$ cat src/rtl/ram_pkg.sv
// Shared definitions for the 16x8 program/data memory and its pushbutton debouncer.
package ram_pkg;
  localparam int DATA_W_DEF = 8;
  localparam int ADDR_W_DEF = 4;

  typedef enum logic [2:0] {
    IDLE,
    PRESS_WAIT,
    WRITE,
    HELD,
    RELEASE_WAIT
  } db_state_t;
endpackage

$ cat src/rtl/btn_debounce.sv
// Synchronises and debounces the program-mode pushbutton; emits one commit per press.
module btn_debounce
  import ram_pkg::*;
#(
  parameter int DEBOUNCE_CYCLES = 50000
) (
  input  logic clk,
  input  logic clr,
  input  logic enable,
  input  logic btn,
  output logic commit,
  output logic busy
);
  localparam int CNT_W = $clog2(DEBOUNCE_CYCLES + 1);
  localparam logic [CNT_W-1:0] CNT_LAST = CNT_W'(DEBOUNCE_CYCLES - 1);
  localparam logic [CNT_W-1:0] CNT_MAX  = CNT_W'(DEBOUNCE_CYCLES);

  logic [1:0]       sync_reg;
  logic             btn_s;
  db_state_t        state_reg, state_next;
  logic [CNT_W-1:0] cnt_reg, cnt_next, cnt_inc;

  assign btn_s   = sync_reg[1];
  assign cnt_inc = (cnt_reg == CNT_MAX) ? cnt_reg : cnt_reg + CNT_W'(1);

  always_ff @(posedge clk) begin
    if (clr) begin
      sync_reg  <= '0;
      state_reg <= IDLE;
      cnt_reg   <= '0;
    end else begin
      sync_reg  <= {sync_reg[0], btn};
      state_reg <= state_next;
      cnt_reg   <= cnt_next;
    end
  end

  always_comb begin
    state_next = state_reg;
    cnt_next   = cnt_reg;
    case (state_reg)
      IDLE: begin
        cnt_next = '0;
        if (enable && btn_s) state_next = PRESS_WAIT;
      end
      PRESS_WAIT: begin
        if (!btn_s) begin
          state_next = IDLE;
          cnt_next   = '0;
        end else if (cnt_reg == CNT_LAST) begin
          state_next = WRITE;
          cnt_next   = '0;
        end else begin
          cnt_next = cnt_inc;
        end
      end
      WRITE: begin
        state_next = HELD;
        cnt_next   = '0;
      end
      HELD: begin
        cnt_next = '0;
        if (!btn_s) state_next = RELEASE_WAIT;
      end
      RELEASE_WAIT: begin
        if (btn_s) begin
          state_next = HELD;
          cnt_next   = '0;
        end else if (cnt_reg == CNT_LAST) begin
          state_next = IDLE;
          cnt_next   = '0;
        end else begin
          cnt_next = cnt_inc;
        end
      end
      default: begin
        state_next = IDLE;
        cnt_next   = '0;
      end
    endcase
    // Leaving program mode aborts any press in flight.
    if (!enable && state_reg != IDLE) begin
      state_next = IDLE;
      cnt_next   = '0;
    end
  end

  assign commit = (state_reg == WRITE);
  assign busy   = (state_reg != IDLE);
endmodule

$ cat src/rtl/ram_16x8_prog.sv
// 16x8 CPU program/data memory: bus read/write in run mode, DIP-switch load in program mode.
module ram_16x8_prog
  import ram_pkg::*;
#(
  parameter int DATA_W          = DATA_W_DEF,
  parameter int ADDR_W          = ADDR_W_DEF,
  parameter int DEBOUNCE_CYCLES = 50000
) (
  input  logic              clk,
  input  logic              clr,
  input  logic              prog_en,
  input  logic              ram_in_en,
  input  logic              ram_out_en,
  input  logic [ADDR_W-1:0] addr,
  input  logic [DATA_W-1:0] bus_in,
  input  logic [DATA_W-1:0] prog_data,
  input  logic              prog_btn,
  output logic [DATA_W-1:0] bus_out,
  output logic              prog_busy,
  output logic              prog_ack
);
  localparam int DEPTH = 1 << ADDR_W;

  // Contents survive clr; the FPGA configures them to zero at power-up.
  logic [DATA_W-1:0] mem_reg [DEPTH] = '{default: '0};
  logic              commit;
  logic              prog_we, run_we;

  btn_debounce #(
    .DEBOUNCE_CYCLES(DEBOUNCE_CYCLES)
  ) u_debounce (
    .clk   (clk),
    .clr   (clr),
    .enable(prog_en),
    .btn   (prog_btn),
    .commit(commit),
    .busy  (prog_busy)
  );

  assign prog_ack = commit;
  assign prog_we  = commit && prog_en && !clr;
  assign run_we   = ram_in_en && !prog_en;

  always_ff @(posedge clk) begin
    if (prog_we)
      mem_reg[addr] <= prog_data;
    else if (run_we)
      mem_reg[addr] <= bus_in;
  end

  assign bus_out = ram_out_en ? mem_reg[addr] : '0;
endmodule

$ cat config.mk
export PLATFORM = sky130hd
export DESIGN_NAME = ram_16x8_prog
export DESIGN_NICKNAME = d
export VERILOG_FILES = /design/src/rtl/ram_pkg.sv /design/src/rtl/btn_debounce.sv /design/src/rtl/ram_16x8_prog.sv
export SDC_FILE = /design/constraint.sdc
export NUM_CORES = 1
export LEC_CHECK = 0
export BUFFER_PORTS_ARGS = -buffer_cell sky130_fd_sc_hd__buf_4
export CORE_AREA = 2 2 106 108
export CTS_BUF_LIST = sky130_fd_sc_hd__clkbuf_2
export DETAILED_ROUTE_END_ITERATION = 7
export DIE_AREA = 0 0 108 110
export GPL_ROUTABILITY_DRIVEN = 0
export PLACE_DENSITY = 0.82
export REMOVE_ABC_BUFFERS = 1
export SLEW_MARGIN = 15
export SYNTH_ARGS = -nofsm -noshare
export SYNTH_HDL_FRONTEND = slang
export SYNTH_SLANG_ARGS = --single-unit
$ cat constraint.sdc
create_clock -name clk -period 3.6 [get_ports clk]
set_clock_uncertainty 0.2 [all_clocks]
set_input_delay 0.36 -clock clk [delete_from_list [all_inputs] [get_ports clk]]
set_output_delay 0.36 -clock clk [all_outputs]
set_load 0.03 [all_outputs]
==> impl_results.md, run 1 <==
* DRT Wirelength at 13.2 mm
* GRT Overall Usage at between 20% and 30%
* Initial Util at 58.9%
* Run status: complete, no violations
* Ranking of synthesized cells by area: edfxtp_1, dfxtp_1, mux2i_1, mux4_2, nor2_1
* Average size of a mapped cell at 14.3 µm²
* Number of synthesized flops with an enable pin at 128
* Tcrit/Tclk final at 75.3%
* CP startpoint kind: register
* Final setup violation count at 0
* Largest net degree at the start of global routing at 40
* Max clock buf depth at 2
* RSZ-0062 raised after global routing: false
* Pwr Total at 3.17 mW
* Layout cells sized above 1 at a little under a fifth
* Post-Syn Area at approximately 6300 µm²
* Ys flop type: edfxtp_1
* Initial DRC Count at 321
* # diodes at 0
* Vias in the first global route at 3774
* Clock Sinks at 149
* H-tree depth at 4
* Routed Antenna Nets at 0
* Worst VDD drop at around 0.00024 V
* Worst hold margin at 0.0564 ns
* Slew margin rel. at 43.7%
* FP Rows at 38
* Synthesis Warnings at 0
* Final Hold Viols at 0
* Slew Limit Fails at 0
* Share of the synthesized area in the top cell type at 61.0%
* Clk pwr share at 32.8%
* Area Growth Syn to Fin at 11.6%
* Port Buffers at 35
* Die X at 108 µm
* Max reg flops at approximately 130
* First-pass GRT wire length at 20.5 mm
* Vias at 3833
* Core Util, Final at 65.7%
* Initial antenna violation count at 0
* Hold WC Path Type: in2reg
* Flop pwr share at 59.9%
* Cell taking the most area after synthesis: edfxtp_1
* Leak Pwr at 2.38 nW
* Final setup margin at around 0.89 ns
* Worst-Skew Late Latency at 0.69 ns
* Core Area at 10700 µm²
* Num CTS Buffers at 17
* DIE HEIGHT at 110 µm
* Yosys cell types at 44
* PD cells at between 400 and 500 nW/µm²
* Net switching power figure at 0.732 mW
* Boundary Pins at 36
* Vias per inst at 6.01
* Req. time, crit path at 3.04 ns
* Detailed Place HPWL at roughly 8.6 mm
* # nets final at 513
* DRC violations left at 0
* #FFs+latches synth at around 150
* CTS tree: done
* Endpoint type of the worst setup path: output pin
* Crit path DAT at 2.15 ns
* Grt total ovfl at 0
* Root buf cell: clkbuf_2
* Mapped Cells at 439
* Fmax at between 0.3 and 0.4 GHz
* Clock slew at reported path FFs at 0.22 ns
* Seq/Total Area, Yosys at 67.7%
* DR pass1 iterations at 5
* Sw frac at 23.1%
* Routed WL per cell at 20.7 µm
* Crit path max fanout at 1
* Period minus WS final at 2.71 ns
* Int Pwr at around 2.4 mW
* Critical path class: reg2out
* Area of the die at 11900 µm²
* Worst Max-Slew Pin Slew at 0.841 ns
* Final setup TNS at 0 ns
* Post-place setup slack at 0.960 ns
* Max-Cap Viols at 0
* Combinational share of power at 7.3%
* Async S/R FF share, synth at 0%
[layer usage]
| layer | part of all wire [%] | GRT usage, % | vias to the layer above | routed length (µm) |
|---|---|---|---|---|
| met5 | 0 | 0 | - | 0 |
| met4 | 3.2 | 10.8 | 0 | 427 |
| met3 | 7.2 | 6.29 | 32 | 944 |
| met2 | 51 | 41.3 | 185 | 6700 |
| met1 | 39 | 29.6 | 1868 | 5100 |
| li1 | - | - | 1748 | - |
[synthesized netlist by cell type, types with 2 or more instances]
cell,n
nand3_1,23
nor3_1,10
buf_2,11
nand4_1,14
ha_1,2
xor2_1,3
a21oi_1,5
mux4_2,8
mux2i_1,41
nand3b_1,6
a22oi_1,7
a211oi_1,9
o21ai_1,2
nor2b_1,12
nor4_1,3
o21ai_0,8
and3_1,3
clkbuf_1,5
mux2_2,8
nor2_1,31
nand2b_1,14
nor3b_1,2
buf_1,2
buf_4,5
inv_1,5
edfxtp_1,128
xnor2_1,11
nand2_1,24
nor4bb_1,2
dfxtp_1,21
[cell type report]
type	count	area (µm²)
tap	140	175
clock buffer	18	90.1
inverter	6	22.5
multi-input combinational	260	1890
sequential	149	4260
timing repair buffer	51	405
fill	760	3670
clock inverter	14	184
[through the flow]
step                instance area (µm²)  cells
finish                             7030    638
global placement                   6660    597
CTS                                7030    638
global route                       7030    638
detailed placement                 6660    597
floorplan                          6170    415
[timing repair]
| action | 4_1_cts | 5_1_grt |
|---|---|---|
| buffers inserted | 0 | 0 |
| hold buffers | 9 | 0 |
| resized for setup | 0 | 0 |
| endpoints found under the hold margin | 54 | 0 |
[logic make-up (layout without fill, tap and decap cells)]
group	count (synthesis)	after routing	synth area share (%)
xor+xnor	14	14	1.95
fa+ha+maj	2	2	0.397
simple gates	152	152	12.9
mux	57	57	10.8
flops	149	149	67.7
buf+inv	30	89	2.33
compound gates	35	35	3.90
[cells in the final DEF (no fill, tap or decap), types with 3 or more instances in the layout]
master | netlist | layout
and3_1 | 3 | 3
nand2b_1 | 14 | 14
nand3_1 | 23 | 23
nor2b_1 | 12 | 12
clkinv_4 | 0 | 3
edfxtp_1 | 128 | 128
o21ai_0 | 8 | 8
bufinv_16 | 0 | 4
dlygate4sd3_1 | 0 | 9
a22oi_1 | 7 | 7
nand3b_1 | 6 | 6
clkbuf_2 | 1 | 18
dfxtp_1 | 21 | 21
clkinv_2 | 0 | 5
xor2_1 | 3 | 3
buf_4 | 5 | 42
mux4_2 | 8 | 8
a211oi_1 | 9 | 9
nor4_1 | 3 | 3
inv_1 | 5 | 5
nor2_1 | 31 | 31
a21oi_1 | 5 | 5
nand2_1 | 24 | 24
mux2i_1 | 41 | 41
xnor2_1 | 11 | 11
nor3_1 | 10 | 10
mux2_2 | 8 | 8
nand4_1 | 14 | 14
[worst max-delay path, cell delays in order, from the launching register on]
cell	delay (ns)
edfxtp_1	0.42
mux4_2	0.47
nand2b_1	0.21
nand3_1	0.11
o21ai_0	0.08
buf_4	0.18
[power groups by stage]
stage	combinational, mW	sequential [mW]	clock (mW)
final	0.232	1.90	1.04
after global routing	0.248	1.90	1.12
after CTS	0.231	1.90	1.06
after detailed placement	0.220	1.94	0
after global placement	0.215	1.94	0
after floorplan	0.111	1.94	0
[worst paths after layout]
check / start / end / slack (ns) / cells after the start
min reg2reg: u_debounce.sync_reg[0] / u_debounce.sync_reg[1] / 0.26 / 1
min: bus_in[3] / mem_reg[8][3] / 0.06 / 2
max reg2reg: u_debounce.state_reg[1] / mem_reg[0][0] / 1.00 / 4
max: mem_reg[11][0] / bus_out[0] / 0.89 / 5
No activity file was read; power rests on OpenSTA's default activity.
==> inputs of run 2 (changes only) <==
--- a/config.mk
+++ b/config.mk
@@ -6,10 +6,10 @@
 export NUM_CORES = 1
 export LEC_CHECK = 0
 export BUFFER_PORTS_ARGS = -buffer_cell sky130_fd_sc_hd__buf_4
-export CORE_AREA = 2 2 106 108
+export CORE_AREA = 2 2 109 111
 export CTS_BUF_LIST = sky130_fd_sc_hd__clkbuf_2
 export DETAILED_ROUTE_END_ITERATION = 7
-export DIE_AREA = 0 0 108 110
+export DIE_AREA = 0 0 111 113
 export GPL_ROUTABILITY_DRIVEN = 0
 export PLACE_DENSITY = 0.82
 export REMOVE_ABC_BUFFERS = 1
==> constraint.sdc (replaced) <==
create_clock -name clk -period 2.2 [get_ports clk]
set_clock_uncertainty 0.2 [all_clocks]
set_input_delay 0.22 -clock clk [delete_from_list [all_inputs] [get_ports clk]]
set_output_delay 0.22 -clock clk [all_outputs]
set_load 0.03 [all_outputs]
==> impl_results.md, run 2 (same netlist as run 1, synthesis figures left out) <==
* Slowest-stage cell, CP: mux4_2
* Max reg flops at 128
* GRT Overall Usage at 22.0%
* # diodes at 0
* Net switching power figure at 1.16 mW
* DRT Wirelength at ~13 mm
* Non-Filler Instances at 680
* Grt total ovfl at 0
* Worst reg-to-reg setup slack at 0.01 ns
* CTS tree: done
* RR Endpoint: mem_reg[0][7]
* Vias at 3888
* Max clock buf depth at 2
* Fmax at 0.406 GHz
* CP startpoint: mem_reg[11][0]
* RSZ-0062 raised after global routing: true
* Num CTS Buffers at 17
* First-pass GRT wire length at between 20 and 25 mm
* Port Buffers at 35
* Int Pwr at around 3.8 mW
* Max-Cap Viols at 0
* Worst R2R Start: u_debounce.state_reg[1]
* Vias in the first global route at 3893
* Initial antenna violation count at 0
* Reg2Reg Depth at 6
* Final Hold Viols at 0
* Slowest Stage Delay on Critical Path at 0.48 ns
* Slew Limit Fails at 0
* Clock slew at reported path FFs at 0.20 ns
* Sw frac at 23.5%
* Final setup TNS at -1.90 ns
* Commonest non-fill, non-tap cells in the layout: edfxtp_1, buf_4, mux2i_1, nor2_1, nand2_1
* Slew margin rel. at 26.0%
* PD cells at 657 nW/µm²
* Failing checks: negative setup slack
* Period minus WS final at 2.46 ns
* DRC violations left at 0
* Final setup margin at -0.264 ns
* Core Area at approximately 11000 µm²
* CP startpoint kind: register
* DP Cell Count at 620
* Flop pwr share at 62.9%
* Routed Antenna Nets at 0
* Worst Max-Slew Pin Slew at 1.11 ns
* Crit path DAT at 2.04 ns
* Most common cell after layout, fill and taps aside: edfxtp_1
* Critical Path Sink: bus_out[0]
* Req. time, crit path at 1.78 ns
* Detailed Place HPWL at about 8.5 mm
* Boundary Pins at 36
* Routed WL per cell at roughly 20 µm
* Crit path max fanout at 1
* DR pass1 iterations at 5
* Area Growth Syn to Fin at 19.5%
* Clock Sinks at 149
* # nets final at 553
* Endpoint type of the worst setup path: output pin
* Root buf cell: clkbuf_2
* Clk pwr share at around 28%
* Layout cells sized above 1 at 26.8%
* Tcrit/Tclk final at 112%
* H-tree depth at 4
* Initial DRC Count at 356
* Largest net degree at the start of global routing at 38
* Run status: finished, violations left
* Hold WC Path Type: in2reg
* Core Util, Final at 66.8%
* Area of the die at 12500 µm²
* Die X at 111 µm
* Crit-path cells: mux4_2 > nand2b_4 > nand3_2 > o21ai_1 > buf_4
* Combinational share of power at 9.1%
* Vias per inst at 5.72
* DIE HEIGHT at about 110 µm
* Worst-Skew Late Latency at 0.68 ns
* Worst VDD drop at between 0.0004 and 0.0005 V
* FP Rows at 39
* Post-place setup slack at -0.124 ns
* Critical path class: reg2out
* Final setup violation count at 16
* Leak Pwr at 2.61 nW
* Initial Util at a little under three fifths
## run 2: how the worst min path moves through the flow
stage / endpoint / depth (start not counted) / slack [ns] / start
after floorplan: u_debounce.sync_reg[0] / 1 / 0.09 / clr
after detailed placement: u_debounce.sync_reg[0] / 2 / 0.22 / clr
after global routing: mem_reg[3][2] / 4 / 0.02 / addr[3]
after CTS: u_debounce.sync_reg[0] / 3 / 0.008 / prog_btn
after global placement: u_debounce.sync_reg[1] / 2 / 0.21 / clr
final: mem_reg[2][1] / 4 / 0.08 / addr[3]
## run 2: critical path, delay by kind of cell (launching register included)
kind	cells	cell delay, ns
muxes	1	0.48
DFF	1	0.41
and+or+nand+nor	2	0.24
buffers and inverters	1	0.17
AOI/OAI and AO/OA	1	0.07
## run 2: layer usage
layer | global-route usage [%] | vias to the layer above | wire length, µm | part of all wire [%]
met4 | 8.92 | 0 | 283 | 2.1
met3 | 5.89 | 23 | 791 | 5.9
met1 | 27.4 | 1887 | 5520 | 41
met5 | 0 | - | 0 | 0
met2 | 37.1 | 148 | 6820 | 51
li1 | - | 1830 | - | -
## run 2: what timing repair did
item,CTS,global route
resized for setup,26,29
hold buffers,21,8
setup endpoints to repair,9,153
gates cloned,0,0
endpoints found under the hold margin,257,118
buffers inserted,3,4
pin swaps,1,4
## run 2: area by class of cell
class | count | area [µm²]
clock inverters | 13 | 116
flip-flops and latches | 149 | 4270
repair buffers | 91 | 807
inverters | 6 | 27.5
fillers | 743 | 3750
well taps | 143 | 179
multi-input cells | 260 | 2040
clock buffers | 18 | 90.1
## run 2: per-stage QoR
| step | cell area (µm²) | total power [mW] | hold slack [ns] |
|---|---|---|---|
| floorplan | 6170 | 3.35 | 0.0916 |
| global placement | 6830 | 3.53 | 0.213 |
| detailed placement | 6830 | 3.54 | 0.220 |
| CTS | 7380 | 4.94 | 0.00812 |
| global route | 7530 | 5.11 | 0.0182 |
| finish | 7530 | 4.94 | 0.0753 |
## run 2: power groups by stage
stage / clock [mW] / sequential (mW) / combinational, mW
after floorplan: 0 / 3.17 / 0.181
after global routing: 1.52 / 3.11 / 0.480
after CTS: 1.40 / 3.11 / 0.427
final: 1.39 / 3.11 / 0.448
after detailed placement: 0 / 3.17 / 0.371
after global placement: 0 / 3.17 / 0.362
==> inputs of run 3 (changes only) <==
--- a/config.mk
+++ b/config.mk
@@ -5,13 +5,13 @@
 export SDC_FILE = /design/constraint.sdc
 export NUM_CORES = 1
 export LEC_CHECK = 0
-export BUFFER_PORTS_ARGS = -buffer_cell sky130_fd_sc_hd__buf_4
-export CORE_AREA = 2 2 109 111
+export CORE_AREA = 2 2 107 109
 export CTS_BUF_LIST = sky130_fd_sc_hd__clkbuf_2
 export DETAILED_ROUTE_END_ITERATION = 7
-export DIE_AREA = 0 0 111 113
+export DIE_AREA = 0 0 109 111
+export DONT_BUFFER_PORTS = 1
 export GPL_ROUTABILITY_DRIVEN = 0
-export PLACE_DENSITY = 0.82
+export PLACE_DENSITY = 0.81
 export REMOVE_ABC_BUFFERS = 1
 export SLEW_MARGIN = 15
 export SYNTH_ARGS = -nofsm -noshare
==> impl_results.md, run 3 (same netlist as run 1, synthesis figures left out) <==
* Fin area at 7200 µm²
* Endpoint type of the worst setup path: output pin
* Area of the multi-input gates at 2030 µm²
* Initial antenna violation count at 0
* Root buf cell: clkbuf_2
* Vias in the first global route at ~3800
* Slew margin rel. at ~28%
* Final Hold Viols at 0
* Reg area at 4270 µm²
* Vias per inst at 6.02
* Failing checks: negative setup slack
* # nets final at 517
* Run status: finished, violations left
* Max-Cap Viols at 0
* DIE HEIGHT at about 110 µm
* Critical path class: reg2out
* PD cells at a little under 700 nW/µm²
* Die X at 109 µm
* Clock slew at reported path FFs at roughly 0.21 ns
* Worst hold margin at slightly above 0.2 ns
* Most common cell after layout, fill and taps aside: edfxtp_1
* DRT Wirelength at about 13 mm
* DP Cell Count at 588
* Req. time, crit path at around 1.8 ns
* H-tree depth at 4
* Worst Max-Slew Pin Slew at about 1.1 ns
* Boundary Pins at 36
* Non-Filler Instances at 645
* Worst-Skew Late Latency at 0.64 ns
* Max clock buf depth at 2
* Period minus WS final at 2.45 ns
* Num CTS Buffers at 17
* Routed Antenna Nets at 0
* Fmax at 0.408 GHz
* Largest net degree at the start of global routing at 66
* Fill count at 757
* Core Area at 11100 µm²
* First-pass GRT wire length at 20.4 mm
* RSZ-0062 raised after global routing: true
* Clock Sinks at 149
* Crit path DAT at 2.03 ns
* Leak Pwr at between 2 and 2.5 nW
* Initial DRC Count at 330
* Slew Limit Fails at 0
* DR pass1 iterations at 8
* Final setup TNS at -1.60 ns
* Port Buffers at 0
* Layout cells sized above 1 at 21.3%
* GRT Overall Usage at between 20 and 25%
* CP startpoint kind: register
* Final setup margin at -0.254 ns
* Worst VDD drop at 0.000359 V
* Number of post-CTS setup repair buffers at 0
* # diodes at 0
* Commonest non-fill, non-tap cells in the layout: edfxtp_1, mux2i_1, nor2_1, buf_4, dlygate4sd3_1
* Routed WL per cell at 20.5 µm
* Grt total ovfl at 0
* Hold WC Path Type: in2reg
* Crit path max fanout at 1
* Max reg flops at 128
* Tcrit/Tclk final at 112%
* Vias at 3885
* FP Rows at 39
* Area of the die at 12100 µm²
* CTS tree: done
* Initial Util at around 57%
* Detailed Place HPWL at between 8 and 9 mm
* Core Util, Final at between 60% and 70%
* DRC violations left at 0
* Area Growth Syn to Fin at 14.4%
* Area post-placement at 6580 µm²
* Final setup violation count at 8
run 3: changes by cell type in the layout (fill, tap and decap cells not counted), sizes merged:
cell / before / now
clkinv: 8 / 6
dlygate4sd3: 22 / 25
clkbuf: 18 / 21
buf: 69 / 30
run 3: per-stage QoR:
step / total power, mW / setup WS (ns)
after floorplan: 3.35 / -0.0122
after global placement: 3.44 / 0.219
after detailed placement: 3.45 / 0.173
after CTS: 4.87 / -0.310
after global routing: 5.05 / -0.414
final: 4.87 / -0.254
run 3: area by class of cell:
cell class	count	share of cell area, %
clock buffer	21	1.46
sequential	149	59.2
timing repair buffer	55	6.81
clock inverter	11	1.55
tap	143	2.48
inverter	6	0.313
multi-input combinational	260	28.1
run 3: routing by layer:
metal  vias up  part of all wire, %  global-route usage [%]
met3        28                  8.1                    6.88
li1       1761                    -                       -
met5         -                    0                       0
met1      1884                   40                    30.8
met4         0                  3.5                    11.1
met2       212                   48                    35.1
run 3: final timing paths:
check	cells past startpoint	startpoint	endpoint	slack (ns)
min	3	clr	u_debounce.state_reg[2]	0.21
max reg2reg	5	u_debounce.state_reg[1]	mem_reg[12][3]	0.13
min reg2reg	1	u_debounce.sync_reg[0]	u_debounce.sync_reg[1]	0.27
max	5	mem_reg[9][3]	bus_out[3]	-0.25
run 3: worst max-delay path, stage by stage, from the launching register on:
cell and delay (ns):
edfxtp_1 0.41, mux4_2 0.54, nand2b_4 0.17, nand3_2 0.06, o21ai_1 0.06, buf_4 0.17
run 3: report_power, final:
part | switching, mW | leakage (nW) | internal (mW)
registers | 0.00588 | 1.32 | 3.10
logic | 0.207 | 0.970 | 0.152
clock network | 0.876 | 0.137 | 0.523
total | 1.09 | 2.43 | 3.78
run 3: repair_timing:
item,CTS,global route
endpoints found under the setup margin,9,14
hold endpoints to repair,277,129
resized for setup,24,13
gates cloned,0,0
hold buffers,23,2
pin swaps,0,1
